**src/rtl/fpga_rst_seq.sv**
```systemverilog
// fpga_rst_seq: reset sequencer between clock wizard and SoC core.
// Syncs (and optionally debounces) the button, waits for stable PLL lock,
// then releases NUM_CH active-low resets one per GAP_CYCLES; records cause.
// Ports: clk_i, rst_i (sync, active-high), ext_rst_n_i, pll_locked_i,
//        sw_rst_req_i -> rst_n_o[NUM_CH], seq_done_o, rst_cause_o, state_o.
// Optional macro RST_SEQ_DEBOUNCE_EN enables the DEB_CYCLES button filter.
module fpga_rst_seq #(
    parameter int unsigned NUM_CH     = 4,
    parameter int unsigned GAP_CYCLES = 256,
    parameter int unsigned LOCK_WAIT  = 1024,
    parameter int unsigned DEB_CYCLES = 50000
) (
    input  logic              clk_i,
    input  logic              rst_i,
    input  logic              ext_rst_n_i,
    input  logic              pll_locked_i,
    input  logic              sw_rst_req_i,
    output logic [NUM_CH-1:0] rst_n_o,
    output logic              seq_done_o,
    output logic [1:0]        rst_cause_o,
    output logic [1:0]        state_o
);

    typedef enum logic [1:0] {
        S_HOLD      = 2'd0,
        S_WAIT_LOCK = 2'd1,
        S_RELEASE   = 2'd2,
        S_RUN       = 2'd3
    } state_t;

    localparam logic [1:0] C_BTN  = 2'd1;
    localparam logic [1:0] C_LOCK = 2'd2;
    localparam logic [1:0] C_SW   = 2'd3;

    localparam int LW = $clog2(LOCK_WAIT) + 1;
    localparam int GW = $clog2(GAP_CYCLES) + 1;
    localparam int IW = $clog2(NUM_CH) + 1;

    localparam logic [LW-1:0] LOCK_LAST = LW'(LOCK_WAIT - 1);
    localparam logic [GW-1:0] GAP_LAST  = GW'(GAP_CYCLES - 1);
    localparam logic [IW-1:0] IDX_LAST  = IW'(NUM_CH - 1);

    // Two-flop synchronisers
    logic btn_meta_q, btn_s_q;
    logic lock_meta_q, lock_s_q;
    logic btn_f;

    always_ff @(posedge clk_i) begin
        if (rst_i) begin
            btn_meta_q  <= 1'b1;
            btn_s_q     <= 1'b1;
            lock_meta_q <= 1'b0;
            lock_s_q    <= 1'b0;
        end else begin
            btn_meta_q  <= ext_rst_n_i;
            btn_s_q     <= btn_meta_q;
            lock_meta_q <= pll_locked_i;
            lock_s_q    <= lock_meta_q;
        end
    end

`ifdef RST_SEQ_DEBOUNCE_EN
    localparam int DW = $clog2(DEB_CYCLES) + 1;
    localparam logic [DW-1:0] DEB_LAST = DW'(DEB_CYCLES - 1);

    logic [DW-1:0] deb_cnt_q, deb_cnt_d;
    logic          btn_f_q, btn_f_d;

    // Flip only after DEB_CYCLES consecutive mismatching cycles
    always_comb begin
        btn_f_d   = btn_f_q;
        deb_cnt_d = '0;
        if (btn_s_q != btn_f_q) begin
            if (deb_cnt_q == DEB_LAST) begin
                btn_f_d = btn_s_q;
            end else begin
                deb_cnt_d = deb_cnt_q + DW'(1);
            end
        end
    end

    always_ff @(posedge clk_i) begin
        if (rst_i) begin
            btn_f_q   <= 1'b1;
            deb_cnt_q <= '0;
        end else begin
            btn_f_q   <= btn_f_d;
            deb_cnt_q <= deb_cnt_d;
        end
    end

    assign btn_f = btn_f_q;
`else
    assign btn_f = btn_s_q;
`endif

    state_t            state_q, state_d;
    logic [LW-1:0]     lock_cnt_q, lock_cnt_d;
    logic [GW-1:0]     gap_cnt_q, gap_cnt_d;
    logic [IW-1:0]     idx_q, idx_d;
    logic [NUM_CH-1:0] rst_n_q, rst_n_d;
    logic              done_q, done_d;
    logic [1:0]        cause_q, cause_d;
    logic              hold_req;
    logic [1:0]        hold_cause;

    always_comb begin
        state_d    = state_q;
        lock_cnt_d = lock_cnt_q;
        gap_cnt_d  = gap_cnt_q;
        idx_d      = idx_q;
        rst_n_d    = rst_n_q;
        done_d     = done_q;
        cause_d    = cause_q;
        hold_req   = 1'b0;
        hold_cause = C_BTN;

        unique case (state_q)
            S_HOLD: begin
                rst_n_d    = '0;
                done_d     = 1'b0;
                lock_cnt_d = '0;
                gap_cnt_d  = '0;
                idx_d      = '0;
                if (btn_f) state_d = S_WAIT_LOCK;
            end
            S_WAIT_LOCK: begin
                if (!btn_f) begin
                    hold_req = 1'b1;
                end else if (!lock_s_q) begin
                    lock_cnt_d = '0;
                end else if (lock_cnt_q == LOCK_LAST) begin
                    state_d    = S_RELEASE;
                    lock_cnt_d = '0;
                    gap_cnt_d  = '0;
                    idx_d      = '0;
                end else begin
                    lock_cnt_d = lock_cnt_q + LW'(1);
                end
            end
            S_RELEASE: begin
                if (!btn_f) begin
                    hold_req = 1'b1;
                end else if (!lock_s_q) begin
                    hold_req   = 1'b1;
                    hold_cause = C_LOCK;
                end else if (gap_cnt_q == GAP_LAST) begin
                    // Channels release in index order, so shift in a one
                    gap_cnt_d = '0;
                    rst_n_d   = (rst_n_q << 1) | NUM_CH'(1);
                    idx_d     = idx_q + IW'(1);
                    if (idx_q == IDX_LAST) begin
                        state_d = S_RUN;
                        done_d  = 1'b1;
                    end
                end else begin
                    gap_cnt_d = gap_cnt_q + GW'(1);
                end
            end
            S_RUN: begin
                if (!btn_f) begin
                    hold_req = 1'b1;
                end else if (!lock_s_q) begin
                    hold_req   = 1'b1;
                    hold_cause = C_LOCK;
                end else if (sw_rst_req_i) begin
                    hold_req   = 1'b1;
                    hold_cause = C_SW;
                end
            end
        endcase

        if (hold_req) begin
            state_d    = S_HOLD;
            rst_n_d    = '0;
            done_d     = 1'b0;
            cause_d    = hold_cause;
            lock_cnt_d = '0;
            gap_cnt_d  = '0;
            idx_d      = '0;
        end
    end

    always_ff @(posedge clk_i) begin
        if (rst_i) begin
            state_q    <= S_HOLD;
            lock_cnt_q <= '0;
            gap_cnt_q  <= '0;
            idx_q      <= '0;
            rst_n_q    <= '0;
            done_q     <= 1'b0;
            cause_q    <= 2'd0;
        end else begin
            state_q    <= state_d;
            lock_cnt_q <= lock_cnt_d;
            gap_cnt_q  <= gap_cnt_d;
            idx_q      <= idx_d;
            rst_n_q    <= rst_n_d;
            done_q     <= done_d;
            cause_q    <= cause_d;
        end
    end

    assign rst_n_o     = rst_n_q;
    assign seq_done_o  = done_q;
    assign rst_cause_o = cause_q;
    assign state_o     = state_q;

endmodule

```
**config.mk**
```make
export PLATFORM = sky130hd
export DESIGN_NAME = fpga_rst_seq
export DESIGN_NICKNAME = d
export VERILOG_FILES = /design/src/rtl/fpga_rst_seq.sv
export SDC_FILE = /design/constraint.sdc
export NUM_CORES = 1
export LEC_CHECK = 0
export BUFFER_PORTS_ARGS = -buffer_cell sky130_fd_sc_hd__buf_2
export CAP_MARGIN = 10
export CORE_UTILIZATION = 53
export CTS_CLUSTER_SIZE = 20
export DETAILED_ROUTE_END_ITERATION = 10
export HOLD_SLACK_MARGIN = 0.12
export PLACE_DENSITY = 0.84
export REMOVE_ABC_BUFFERS = 1
export SLEW_MARGIN = 30
export SYNTH_ARGS = -nofsm -noshare
export SYNTH_HDL_FRONTEND = slang
export SYNTH_SLANG_ARGS = --single-unit
```
**constraint.sdc**
```tcl
create_clock -name clk_i -period 1.9 [get_ports clk_i]
set_input_delay 0.19 -clock clk_i [delete_from_list [all_inputs] [get_ports clk_i]]
set_output_delay 0.19 -clock clk_i [all_outputs]
set_load 0.02 [all_outputs]
```
== Word level (Yosys, flattened, before mapping) ==
Index checks and enable logic that the tools add are counted.
Word-level totals
  register bits: 36
  bits in latches: 0
  bits in writable memories: 0
  bits in read-only memories: 0
  output and inout bits: 9
  word-level logic and storage cells: 88
  memories: 0
Operators by class
  add/subtract/negate cells: 3
  $mul: 0
  div/mod/pow operators: 0
  magnitude comparators: 0
  equal/unequal tests: 14
  shift operators: 0
  mux-type cells: 49
  bitwise logic cells: 0
  reduce and logical (&&, ||, !) cells: 11
Operators by type and width (number)
  9-bit two-way mux: 6
  11-bit two-way mux: 3
  9-bit case mux with 3 select lines: 1
  2-bit two-way mux: 13
  11-bit case mux with 2 select lines: 1
  3-bit two-way mux: 6
  2-bit inequality test (second input constant): 8
  4-bit two-way mux: 3
  11-bit by 1-bit adder with 11-bit output (second input constant): 1
  11-bit by 10-bit == test with 1-bit output (second input constant): 1
  1-bit two-way mux: 10
  9-bit by 1-bit adder with 9-bit output (second input constant): 1
  9-bit by 8-bit == test with 1-bit output (second input constant): 1
  3-bit case mux with 3 select lines: 1
  9-bit AND reduction: 1
  4-bit case mux with 2 select lines: 1
  7-bit AND reduction: 1
  2-bit case mux with 3 select lines: 1
  6-bit AND reduction: 1
  5-bit AND reduction: 1
  2-bit == test (second input constant): 2
  2-bit case mux with 2 select lines: 1
  4-bit AND reduction: 1
  2-bit nonzero test: 2
  other kinds (9): 9

== Depth between registers and ports, before layout ==
Gate-level depths: netlist (run 1).
  depth in word-level cells: 6
  mapped depth: 9

== Worst setup path before layout (run 1) ==
OpenSTA, ideal clock, no wires.
  kind: register -> register
  start: reg state_q[0] (netlist: state_o[0])
  end: reg state_q[0] (netlist: state_o[0])
  setup time: 0.079 ns
  arrival time: 1.879 ns
  data required time: 1.821 ns
  slack: -0.058 ns
  cell stages (with the launch flop): 9
  buffers on the path: 1
  clock period less this slack: 1.958 ns
  cells stage by stage: dfxtp_1 > inv_1 > ha_1 > buf_4 > or2_2 > o41ai_2 > o211a_1 > nor2_1 > a211oi_2
On the way
  longest elaborated chain between the ends: 3
  elaborated cells on any way between the ends: 17
  those cells by class: eq/ne: 11; mux: 2; reduce/logical: 4
Ends and longest elaborated chain
  from (decl): RTL line 97  | state_t state_q, state_d;
  from (signal assigned): RTL line 194  | state_q <= state_d;
  2-bit == test, or another cell as far along: RTL line 118  | unique case (state_q)
  2-bit inequality test (no line), or another cell as far along
  9-bit AND reduction (no line) or 2-bit OR reduction (tied branches)
Parallel ways exist; a longest one is shown, timed or not.
A chain may end at the register's enable or synchronous reset.

== Worst setup path in the final report (run 1) ==
  start: reg gap_cnt_q[0]
  end: reg rst_n_q[1] (netlist: rst_n_o[1])
On the way
  longest elaborated chain between the ends: 3
Ends and longest elaborated chain
  from (decl): RTL line 99  | logic [GW-1:0] gap_cnt_q, gap_cnt_d;
  from (signal assigned): RTL line 196  | gap_cnt_q <= gap_cnt_d;
  9-bit by 8-bit == test with 1-bit output: RTL line 147  | end else if (gap_cnt_q == GAP_LAST) begin
  2-bit inequality test (no line)
  4-bit AND reduction (no line)
  to (signal assigned): RTL line 198  | rst_n_q <= rst_n_d;
  to (decl): RTL line 101  | logic [NUM_CH-1:0] rst_n_q, rst_n_d;
Every way passes these cells.

==> results of run 1 <==
## stage by stage
step / total power [µW] / cells
after floorplan: 1630 / 206
after global placement: 1970 / 277
after detailed placement: 2010 / 277
after CTS: 2560 / 286
after global routing: 2880 / 290
final: 2720 / 290
## layer usage
metal,vias to the layer above,routed length (µm),global-route usage [%]
met3,14,139,5.47
met4,0,129,11.3
met5,-,0,0
met1,772,1900,26.8
met2,34,1960,38.0
li1,806,-,-
## synthesized netlist by cell type, types with 6 or more instances
master | number | area share, %
dfxtp_1 | 36 | 37
nor2_1 | 24 | 4.6
nand2_1 | 19 | 3.6
nand3_1 | 15 | 3.8
ha_1 | 10 | 6.4
a21oi_1 | 9 | 2.3
inv_1 | 8 | 1.5
a31oi_1 | 6 | 1.9
nand2b_1 | 6 | 1.9
xor2_1 | 6 | 2.7
## cells by family after synthesis
family / Yosys count
AO/OA/AOI/OAI: 45
adder cells (fa/ha/maj): 10
flip-flops: 36
buffers and inverters: 16
XOR/XNOR: 10
AND/OR/NAND/NOR: 93
multiplexers: 4
## where the power goes
part / switching (µW) / internal [µW]
registers: 54.2 / 813
logic: 739 / 549
clock network: 272 / 289
total: 1070 / 1650
## registers in the layout (all words and copies together), names as in the netlist
signal and flops:
idx_q 3, state_o 2, lock_s_q 1, btn_meta_q 1, lock_cnt_q 11, rst_n_o 4, btn_f 1, gap_cnt_q 9
seq_done_o 1, rst_cause_o 2, lock_meta_q 1
## cell type report
class                   count  area [µm²]
flip-flops and latches     36         723
clock buffers               6        82.6
multi-input cells         162        1180
clock inverters             2        10.0
fillers                   281        1150
repair buffers             30         208
well taps                  46        57.6
inverters                   8        30.0
## worst paths after layout
check / startpoint / end / slack [ps] / cells past startpoint
setup reg to reg: gap_cnt_q[0] / rst_n_o[1] / 100 / 6
hold reg to reg: btn_meta_q / btn_f / 410 / 1
setup / recovery: gap_cnt_q[0] / rst_n_o[1] / 100 / 6
hold / removal: pll_locked_i / lock_meta_q / 130 / 2
## repair_timing
item	4_1_cts	5_1_grt
setup endpoints to repair	1	26
resized for setup	1	11
hold buffers	1	0
buffers inserted	0	4
pin swaps	0	4
hold endpoints to repair	1	0
==> flow_summary.json, run 1 <==
{
  "outcome": "complete, no violations",
  "drcViolationCount": 0,
  "htreeDepth": 2,
  "area_growth_pct": 17.0,
  "routed_wl_mm": 4.13,
  "ir_worst_vdd_mv": 1.04,
  "path_clk_slew_ps": 70,
  "clock-sinks": 36,
  "synth-seq-area-share_pct": 36.9,
  "tritoncts": "done",
  "grt_pass1_wl_mm": 6.93,
  "critical-path-top-delay-family": "simple AND/OR/NAND/NOR gates",
  "hold_viol": 0,
  "whs_ps": 127,
  "gp_congestion": 0.843,
  "synth_compound_area_share_pct": 19.2,
  "clk_latency_ps": 290,
  "end_kind": "flip-flop",
  "post_drt_wl_per_cell_um": 14.2,
  "post-route-period-util_pct": 94.8,
  "pin_count": 14,
  "grt.total_usage_pct": 22.7,
  "via_count": 1626,
  "clock_skew_ps": 5.85,
  "drv_cap": 0,
  "cellLeakagePower_uw": 0.000843,
  "path_max_fanout": 10,
  "place_worst_setup_slack_ps": 28.5,
  "clock_path_buffers": 2,
  "synth_edf_count": 0,
  "portBuffers": 13,
  "viasPerCell": 5.61,
  "final_common_cell": "dfxtp_1",
  "slew_viol_final": 0,
  "setup_ws_ps": 98.9,
  "diodes": 0,
  "die_width_um": 62.7,
  "overflow": 0,
  "ant_nets": 0,
  "finalInstanceArea_um2": 2290,
  "slew_headroom_pct": 71.0,
  "post-route-util_pct": 66.5,
  "worstPathRequired_ps": 2130,
  "cts_root_buffer": "clkbuf_8",
  "drt_iter0_drc": 125,
  "synth_top_family_by_area": "simple AND/OR/NAND/NOR gates",
  "hold_class": "in2reg",
  "async_flop_share_pct": 0,
  "numCtsBuffers": 5,
  "startpoint_type": "flip-flop",
  "synth.mux.area_fraction_pct": 2.24,
  "worstMarginPinSlew_ps": 424,
  "crit_buf_inv": 0,
  "grt_max_degree": 16,
  "syn_inst": 214,
  "antenna_found_initial": 0,
  "synth_top_flop_cell": "dfxtp_1",
  "core_um2": 3440,
  "ys_ff_latch": 36,
  "die_area_um2": 3940,
  "die_y_um": 62.7,
  "drive_gt1_share_pct": 31.1,
  "setup-tns-final_ps": 0,
  "setup.worst_path.class": "reg2reg",
  "crit_chain": "ha_1, nand3_2, or3_4, o21ai_4, nand3_1, a21oi_2",
  "cp_slowest_stage_delay_ps": 500,
  "ys_types": 53,
  "final_nets": 258,
  "start_util_pct": 56.8,
  "dp_hpwl_mm": 2.95,
  "period_needed_ps": 1800,
  "synthSimpleGateAreaFrac_pct": 26.0,
  "grt_pass1_vias": 1583,
  "synth-xor-area-share_pct": 4.48,
  "first_pass_iters": 4,
  "num_rows": 21,
  "arrival_ps": 2030,
  "max_freq_mhz": 555,
  "dpl_cell_area_um2": 2120,
  "final_cell_mix": "dfxtp_1, nor2_1, nand2_1, nand3_1, buf_4",
  "syn_area_per_cell_um2": 9.14,
  "syn-cell-area_um2": 1960,
  "slowest_stage": "or3_4",
  "finalSetupViolations": 0,
  "powerDensity_nw_per_um2": 1190,
  "synthAdderAreaFrac_pct": 6.40,
  "yosys_warnings": 0
}
Power figures use the tool's default switching activity.
==> run 2: changes to the inputs <==
--- a/config.mk
+++ b/config.mk
@@ -5,6 +5,7 @@
 export SDC_FILE = /design/constraint.sdc
 export NUM_CORES = 1
 export LEC_CHECK = 0
+export ABC_AREA = 1
 export BUFFER_PORTS_ARGS = -buffer_cell sky130_fd_sc_hd__buf_2
 export CAP_MARGIN = 10
 export CORE_UTILIZATION = 53
==> flow_summary.json, run 2 <==
{
  "outcome": "complete, no violations",
  "hold_class": "in2reg",
  "final_common_cell": "nor2_1",
  "slowest_stage": "dfxtp_1",
  "final_cell_mix": "nor2_1, nand2_1, inv_1, dfxtp_1, nand3_1",
  "finalInstanceArea_um2": 2230,
  "cp_slowest_stage_delay_ps": 360,
  "place_worst_setup_slack_ps": 38.1,
  "fillers": 310,
  "crit_chain": "buf_4, ha_1, nor2_1, nor2_4, nand2_1, nor2_2, nand2_1, xor2_1, nor2_1",
  "synth-seq-area-share_pct": 36.8,
  "drcViolationCount": 0,
  "ir_worst_vdd_mv": 0.738,
  "post_drt_wl_per_cell_um": 10.7,
  "cts_root_buffer": "clkbuf_8",
  "worstPathRequired_ps": 2090,
  "period_needed_ps": 1790,
  "cts_setup_buffers": 0,
  "largest_reg_flops": 11,
  "syn_area_per_cell_um2": 6.89,
  "total_power_uw": 2770,
  "viasPerCell": 5.06,
  "dpl_cell_area_um2": 2060,
  "powerDensity_nw_per_um2": 1240,
  "max_freq_mhz": 559,
  "syn-cell-area_um2": 1960,
  "grt.total_usage_pct": 21.3,
  "final_nets": 320,
  "drt_iter0_drc": 79,
  "yosys_warnings": 0,
  "finalSetupViolations": 0,
  "hold_viol": 0,
  "antenna_found_initial": 0,
  "slew_headroom_pct": 57.1,
  "dp_hpwl_mm": 2.68,
  "startpoint_type": "flip-flop",
  "clock-sinks": 36,
  "synth_common_cells": "nor2_1, nand2_1, dfxtp_1, inv_1, nand3_1",
  "path_clk_slew_ps": 80,
  "rrSetupSlack_ps": 110,
  "core_um2": 3440,
  "tritoncts": "done",
  "synth_edf_count": 0,
  "ys_ff_latch": 36,
  "clock_path_buffers": 2,
  "worstMarginPinSlew_ps": 637,
  "synth_area_leaders": "dfxtp_1, nor2_1, nand2_1",
  "grt_pass1_wl_mm": 6.66,
  "async_flop_share_pct": 0,
  "regMostFlops": "lock_cnt_q",
  "yosys.area.top_type_share_pct": 36.8,
  "multi_input_area_um2": 1080,
  "setup-tns-final_ps": 0,
  "die_width_um": 62.8,
  "portBuffers": 13,
  "setup.worst_path.class": "reg2reg",
  "yosysTopAreaCell": "dfxtp_1",
  "via_count": 1782,
  "arrival_ps": 1980,
  "numCtsBuffers": 5,
  "slew_viol_final": 0,
  "grt_max_degree": 17,
  "grt_pass1_vias": 1586,
  "die_y_um": 62.8,
  "drive_gt1_share_pct": 14.7,
  "start_util_pct": 56.9,
  "htreeDepth": 2,
  "diodes": 0,
  "first_pass_iters": 4,
  "syn_inst": 284,
  "whs_ps": 397,
  "clock_skew_ps": 10.8,
  "routed_wl_mm": 3.77,
  "gp_congestion": 0.853,
  "end_kind": "flip-flop",
  "ys_types": 30,
  "ant_nets": 0,
  "post-route-period-util_pct": 94.2,
  "seq_area_um2": 722,
  "overflow": 0,
  "path_max_fanout": 9,
  "drv_cap": 0,
  "num_rows": 21,
  "setup_ws_ps": 110,
  "pin_count": 14,
  "cellLeakagePower_uw": 0.000979,
  "area_growth_pct": 13.8,
  "yosysMostFrequentCell": "nor2_1",
  "synth_top_flop_cell": "dfxtp_1",
  "die_area_um2": 3940,
  "clk_latency_ps": 290
}
[run 2: cell types whose count changed after synthesis, sizes merged, moves of 4 or more]
cell	previous run	this run
o21ai	6	16
nand4	2	7
nand2	20	58
nand2b	6	0
inv	8	36
o211ai	5	1
o21a	5	0
a31oi	6	1
nor2	26	62
[run 2: worst max-delay path, delay by kind of cell, from the launching register on]
kind                     cells  cell delay [ps]
AND/OR/NAND/NOR              6              750
XOR/XNOR                     1              130
buffers and inverters        1              140
adder cells (fa/ha/maj)      1              320
flip-flops                   1              360
[run 2: cell type report]
class | instances | share of cell area, %
multi-input cells | 206 | 48.5
flip-flops and latches | 36 | 32.4
inverters | 38 | 6.74
repair buffers | 18 | 4.94
clock buffers | 6 | 3.26
well taps | 46 | 2.58
clock inverters | 2 | 1.57
[run 2: metal layers]
layer / up-vias / global-route usage [%] / wire length, µm
met5: - / 0 / 0
met4: 0 / 8.14 / 55
met3: 6 / 5.47 / 159
met2: 46 / 35.2 / 1690
met1: 786 / 26.3 / 1870
li1: 944 / - / -
[run 2: worst paths after layout]
kind	from	to	cells after the start
worst max-delay path	state_o[0]	lock_cnt_q[7]	9
worst max register to register	state_o[0]	lock_cnt_q[7]	9
worst min register to register	lock_meta_q	lock_s_q	2
worst min-delay path	sw_rst_req_i	rst_cause_o[1]	7
[run 2: logic make-up (layout without fill, tap and decap cells)]
group	after synthesis	in the layout	synth area share (%)
compound gates	31	31	8.25
flops	36	36	36.8
mux	1	1	0.512
buf+inv	42	64	9.21
fa+ha+maj	10	10	6.39
simple gates	159	159	36.6
xor+xnor	5	5	2.24
[run 2: what timing repair did]
action / in CTS / in global routing
resized for setup: 0 / 9
endpoints found under the hold margin: 3 / 0
setup endpoints to repair: 0 / 21
hold buffers: 3 / 0
[run 2: per-stage QoR]
step,util (%),cells
3_5_place_dp,59.9,341
3_3_place_gp,59.9,341
6_report,64.7,352
4_1_cts,63.9,352
5_1_grt,64.7,352
2_1_floorplan,-,280
[run 2: report_power, final]
| group | leakage [µW] | total (µW) | switching (µW) | internal (µW) |
|---|---|---|---|---|
| sequential | 0.000293 | 941 | 76.2 | 865 |
| clock | 0.0000552 | 660 | 270 | 389 |
| combinational | 0.000630 | 1170 | 763 | 407 |
| total | 0.000979 | 2770 | 1110 | 1660 |
